===== config.mk =====
export PLATFORM = sky130hd
export DESIGN_NAME = pll_lock_reset_seq
export DESIGN_NICKNAME = d
export VERILOG_FILES = /design/src/rtl/pll_seq_pkg.sv /design/src/rtl/sync_bit.sv /design/src/rtl/pll_lock_reset_seq.sv
export SDC_FILE = /design/constraint.sdc
export NUM_CORES = 1
export LEC_CHECK = 0
export CORE_MARGIN = 2
export CORE_UTILIZATION = 55
export DETAILED_ROUTE_END_ITERATION = 8
export PLACE_DENSITY_LB_ADDON = 0.15
export SLEW_MARGIN = 20
export SYNTH_ARGS = -nofsm -noshare
export SYNTH_HDL_FRONTEND = slang
export SYNTH_SLANG_ARGS = --single-unit

===== constraint.sdc =====
create_clock -name refclk -period 2.3 [get_ports refclk]
set_input_delay 0.23 -clock refclk [delete_from_list [all_inputs] [get_ports refclk]]
set_output_delay 0.23 -clock refclk [all_outputs]
set_load 0.01 [all_outputs]

===== src/rtl/pll_seq_pkg.sv =====
// Shared types and sizing helpers for the PLL lock / reset sequencer.
package pll_seq_pkg;

  typedef enum logic [2:0] {
    PLL_RST,
    WAIT_LOCK,
    STABLE,
    RELEASE,
    RUN
  } seq_state_e;

  // Width of one counter able to reach (largest cycle parameter - 1).
  function automatic int cnt_width(input int a, input int b, input int c, input int d);
    int m;
    m = a;
    if (b > m) m = b;
    if (c > m) m = c;
    if (d > m) m = d;
    return (m > 2) ? $clog2(m) : 1;
  endfunction

endpackage


===== src/rtl/sync_bit.sv =====
// N-stage single-bit synchroniser for asynchronous status inputs.
// Latency STAGES cycles; no flow control.
module sync_bit #(
  parameter int STAGES = 2
) (
  input  logic clk,
  input  logic rst,
  input  logic din,
  output logic dout
);

  logic [STAGES-1:0] sync_q;
  logic [STAGES-1:0] sync_d;

  always_comb begin
    sync_d = {sync_q[STAGES-2:0], din};
  end

  always_ff @(posedge clk) begin
    if (rst) begin
      sync_q <= '0;
    end else begin
      sync_q <= sync_d;
    end
  end

  assign dout = sync_q[STAGES-1];

endmodule


===== src/rtl/pll_lock_reset_seq.sv =====
// Resets the PLL, qualifies lock, retries on timeout and releases domain resets in staggered order.
// All outputs registered; no flow control.
module pll_lock_reset_seq
  import pll_seq_pkg::*;
#(
  parameter int SYNC_STAGES         = 2,
  parameter int LOCK_STABLE_CYCLES  = 1024,
  parameter int LOCK_TIMEOUT_CYCLES = 7425000,
  parameter int PLL_RST_CYCLES      = 16,
  parameter int NUM_DOMAINS         = 3,
  parameter int STAGGER_CYCLES      = 64
) (
  input  logic                   refclk,
  input  logic                   rst,
  input  logic                   pll_locked,
  output logic                   pll_rst,
  output logic [NUM_DOMAINS-1:0] domain_rst,
  output logic                   ready,
  output logic [7:0]             relock_count,
  output logic                   timeout_err
);

  localparam int CW = cnt_width(LOCK_STABLE_CYCLES, LOCK_TIMEOUT_CYCLES,
                                PLL_RST_CYCLES, STAGGER_CYCLES);

  localparam logic [CW-1:0] PLL_RST_LAST = CW'(PLL_RST_CYCLES - 1);
  localparam logic [CW-1:0] TIMEOUT_LAST = CW'(LOCK_TIMEOUT_CYCLES - 1);
  localparam logic [CW-1:0] STABLE_LAST  = CW'(LOCK_STABLE_CYCLES - 1);
  localparam logic [CW-1:0] STAGGER_LAST = CW'(STAGGER_CYCLES - 1);

  logic lock_s;

  sync_bit #(
    .STAGES (SYNC_STAGES)
  ) u_lock_sync (
    .clk  (refclk),
    .rst  (rst),
    .din  (pll_locked),
    .dout (lock_s)
  );

  seq_state_e             state_q, state_d;
  logic [CW-1:0]          cnt_q, cnt_d;
  logic                   pll_rst_q, pll_rst_d;
  logic [NUM_DOMAINS-1:0] domain_rst_q, domain_rst_d;
  logic                   ready_q, ready_d;
  logic [7:0]             relock_count_q, relock_count_d;
  logic                   timeout_err_q, timeout_err_d;

  always_comb begin
    state_d        = state_q;
    cnt_d          = cnt_q + 1'b1;
    pll_rst_d      = pll_rst_q;
    domain_rst_d   = domain_rst_q;
    ready_d        = ready_q;
    relock_count_d = relock_count_q;
    timeout_err_d  = timeout_err_q;

    unique case (state_q)
      PLL_RST: begin
        if (cnt_q == PLL_RST_LAST) begin
          state_d   = WAIT_LOCK;
          cnt_d     = '0;
          pll_rst_d = 1'b0;
        end
      end

      // Lock seen on the timeout cycle still counts as lock.
      WAIT_LOCK: begin
        if (lock_s) begin
          state_d = STABLE;
          cnt_d   = '0;
        end else if (cnt_q == TIMEOUT_LAST) begin
          state_d       = PLL_RST;
          cnt_d         = '0;
          pll_rst_d     = 1'b1;
          timeout_err_d = 1'b1;
        end
      end

      STABLE: begin
        if (!lock_s) begin
          state_d = WAIT_LOCK;
          cnt_d   = '0;
        end else if (cnt_q == STABLE_LAST) begin
          domain_rst_d = domain_rst_q << 1;
          cnt_d        = '0;
          if (domain_rst_d == '0) begin
            state_d = RUN;
            ready_d = 1'b1;
          end else begin
            state_d = RELEASE;
          end
        end
      end

      // Shifting left clears bits in ascending order; all-zero means the last one went.
      RELEASE, RUN: begin
        if (!lock_s) begin
          state_d      = WAIT_LOCK;
          cnt_d        = '0;
          domain_rst_d = '1;
          ready_d      = 1'b0;
          if (relock_count_q != 8'hFF) begin
            relock_count_d = relock_count_q + 8'd1;
          end
        end else if (state_q == RUN) begin
          cnt_d = cnt_q;
        end else if (cnt_q == STAGGER_LAST) begin
          domain_rst_d = domain_rst_q << 1;
          cnt_d        = '0;
          if (domain_rst_d == '0) begin
            state_d = RUN;
            ready_d = 1'b1;
          end
        end
      end

      default: begin
        state_d      = PLL_RST;
        cnt_d        = '0;
        pll_rst_d    = 1'b1;
        domain_rst_d = '1;
        ready_d      = 1'b0;
      end
    endcase
  end

  always_ff @(posedge refclk) begin
    if (rst) begin
      state_q        <= PLL_RST;
      cnt_q          <= '0;
      pll_rst_q      <= 1'b1;
      domain_rst_q   <= '1;
      ready_q        <= 1'b0;
      relock_count_q <= 8'd0;
      timeout_err_q  <= 1'b0;
    end else begin
      state_q        <= state_d;
      cnt_q          <= cnt_d;
      pll_rst_q      <= pll_rst_d;
      domain_rst_q   <= domain_rst_d;
      ready_q        <= ready_d;
      relock_count_q <= relock_count_d;
      timeout_err_q  <= timeout_err_d;
    end
  end

  assign pll_rst      = pll_rst_q;
  assign domain_rst   = domain_rst_q;
  assign ready        = ready_q;
  assign relock_count = relock_count_q;
  assign timeout_err  = timeout_err_q;

endmodule


==> qor.yml <==
io_buffers: 16
syn_to_final_growth_pct: 19.1
mostFrequentLayoutCell: "nor2_1"
fin_crit_sh_pct: 95.1
ctsLongestPathBuffers: 2
synth_area_leader_cell: "dfxtp_1"
finalMaxSlewViolations: 0
required_ns: 2.52
arrival_ns: 2.41
synth_edf_count: 0
clkSlewWorstSetupHoldPaths_ns: 0.07
pin_count: 17
grt_pass1_wl_um: 8830
dieArea_sq_mm: 0.00467
cts_root_buf: "clkbuf_8"
crit_start: "cnt_q[0]"
yosys.area.top_type_share_pct: 37.0
wl_per_cell_um: 15.0
drt_iter0_drc: 221
layout-drive-gt1-share_pct: 14.5
cts_max_level: 2
ys.flop_type: "dfxtp_1"
hold_viol: 0
antenna_cells: 0
cellPowerDensity_mw_per_mm2: 540
fp.dieH_um: 68.3
ys_async_sr_fraction_pct: 0
tightest_slew_ns: 0.560
period_minus_slack_ns: 2.19
status: "finished clean"
antenna_found_initial: 0
ant_nets: 0
layout_common_cells: "44 x nor2_1, 38 x dfxtp_1, 25 x nand2_1"
worstSetupPathType: "flop to flop"
cp-start-kind: "flop"
vias_per_cell: 6.06
leakage_nw: 0.931
fin_setup_tns_ns: 0
clk-insertion-delay-late_ns: 0.30
hpwl_um: 3830
fp-row-count: 23
die_x_um: 68.3
grt_max_degree: 15
core_area_sq_mm: 0.00400
firstDrtPassIters: 5
maxCapViolCount: 0
cts.sinks: 42
synth-seq-area-share_pct: 37.0
synth_area_per_cell_sq_um: 7.98
ctsHoldBuffers: 0
reg2reg_from: "cnt_q[0]"
slew_headroom_pct: 62.5
synth_cell_types: 54
synth_cells: 285
grt_use_total_pct: 25.3
final_nets: 316
cts_tree: "built"
end_kind: "flop"
synth-seq-cells: 42
syn-num-nets: 290
drt_wl_total_um: 5410
yosysWarnings: 0
hold_path.class: "flop to flop"
worstPathMaxFanout: 7
finalClockSkew_ns: 0.00730
cts_made_buffers: 5
ir_worst_vdd_uv: 525
start_util_pct: 56.9
whs_ns: 0.436
fmaxAchievable_mhz: 457
gp_congestion: 0.921
vias: 2188
setup_viol: 0
grt_overflow_total: 0
min_from: "u_lock_sync.sync_q[0]"
drc_errors: 0
syn-cell-area_sq_mm: 0.00227
synth_area_leaders: "dfxtp_1 37%, nor2_1 7.4%, xor2_1 4.6%"
grt_pass1_vias: 1894
rsz0062_at_grt: "false"
## layer usage
metal	GRT usage, %	up-vias	part of all wire (%)
met5	0	-	0
met4	8.50	0	1.5
met3	6.41	8	6.3
met2	39.2	100	48
met1	34.2	994	44
li1	-	1086	-
## synth_stat cells (3+ instances only)
cell / instances
xor2_1: 12
nand2_1: 26
nand4_1: 12
and4_1: 5
o21ai_1: 4
nor2b_1: 3
dfxtp_1: 42
and3_1: 6
nand3_1: 9
or3_1: 5
o211ai_1: 5
inv_1: 7
nor4_1: 5
nor2_1: 45
o21ai_0: 9
xnor2_1: 5
buf_2: 4
clkbuf_1: 8
a21oi_1: 20
nor3_1: 9
## through the flow
| step | setup slack (ns) | instances | utilization [%] | total power, mW | cell area (sq um) |
|---|---|---|---|---|---|
| after floorplan | 0.201 | 285 | - | 0.945 | 2270 |
| after global placement | 0.167 | 352 | 63.7 | 0.998 | 2550 |
| after detailed placement | 0.0627 | 352 | 63.7 | 0.998 | 2550 |
| after CTS | 0.0405 | 359 | 65.6 | 1.44 | 2630 |
| after global routing | 0.00109 | 361 | 67.8 | 1.54 | 2710 |
| final | 0.112 | 361 | 67.8 | 1.46 | 2710 |
## sequential cells by signal, summed over array words and instances (netlist names)
register	count
relock_count	8
pll_rst	1
ready	1
domain_rst	3
cnt_q	23
timeout_err	1
state_q	3
u_lock_sync.sync_q	2
## worst max-delay path: stages, from the launching register on
cell and delay (ns):
dfxtp_2 0.36, ha_4 0.15, and3_4 0.23, nand4_1 0.14, o41ai_2 0.39, o211ai_1 0.21, or4_4 0.45, a211oi_2 0.18
## logic make-up after synthesis
family | after synthesis | synth area share [%]
adder cells (fa/ha/maj) | 2 | 1.10
multiplexers | 2 | 0.935
XOR/XNOR | 17 | 6.55
AO/OA/AOI/OAI | 60 | 17.9
AND/OR/NAND/NOR | 141 | 32.7
buffers and inverters | 21 | 3.85
flip-flops | 42 | 37.0
## power by group
part	switching (mW)	internal (mW)	leakage (nW)
Sequential	0.0446	0.765	0.341
Combinational	0.113	0.0988	0.552
Clock	0.232	0.209	0.0383
## path summary, 6_finish.rpt
kind	end	slack (ns)	cells past startpoint
worst max-delay path	state_q[2]	0.11	7
worst min-delay path	u_lock_sync.sync_q[1]	0.44	1
worst max register to register	state_q[2]	0.11	7
worst min register to register	u_lock_sync.sync_q[1]	0.44	1
## area by class of cell
type                       instances  area (sq um)
multi-input combinational        222          1410
fill                             321          1290
sequential                        42           846
timing repair buffer              33           288
clock buffer                       7          76.3
tap                               50          62.6
inverter                           7          26.3
## repair_timing
item                       CTS  global route
resized for setup            0            17
setup endpoints to repair    0            10
hold endpoints to repair     0             0
buffers inserted             0             2
(Power assumes the default switching activity.)
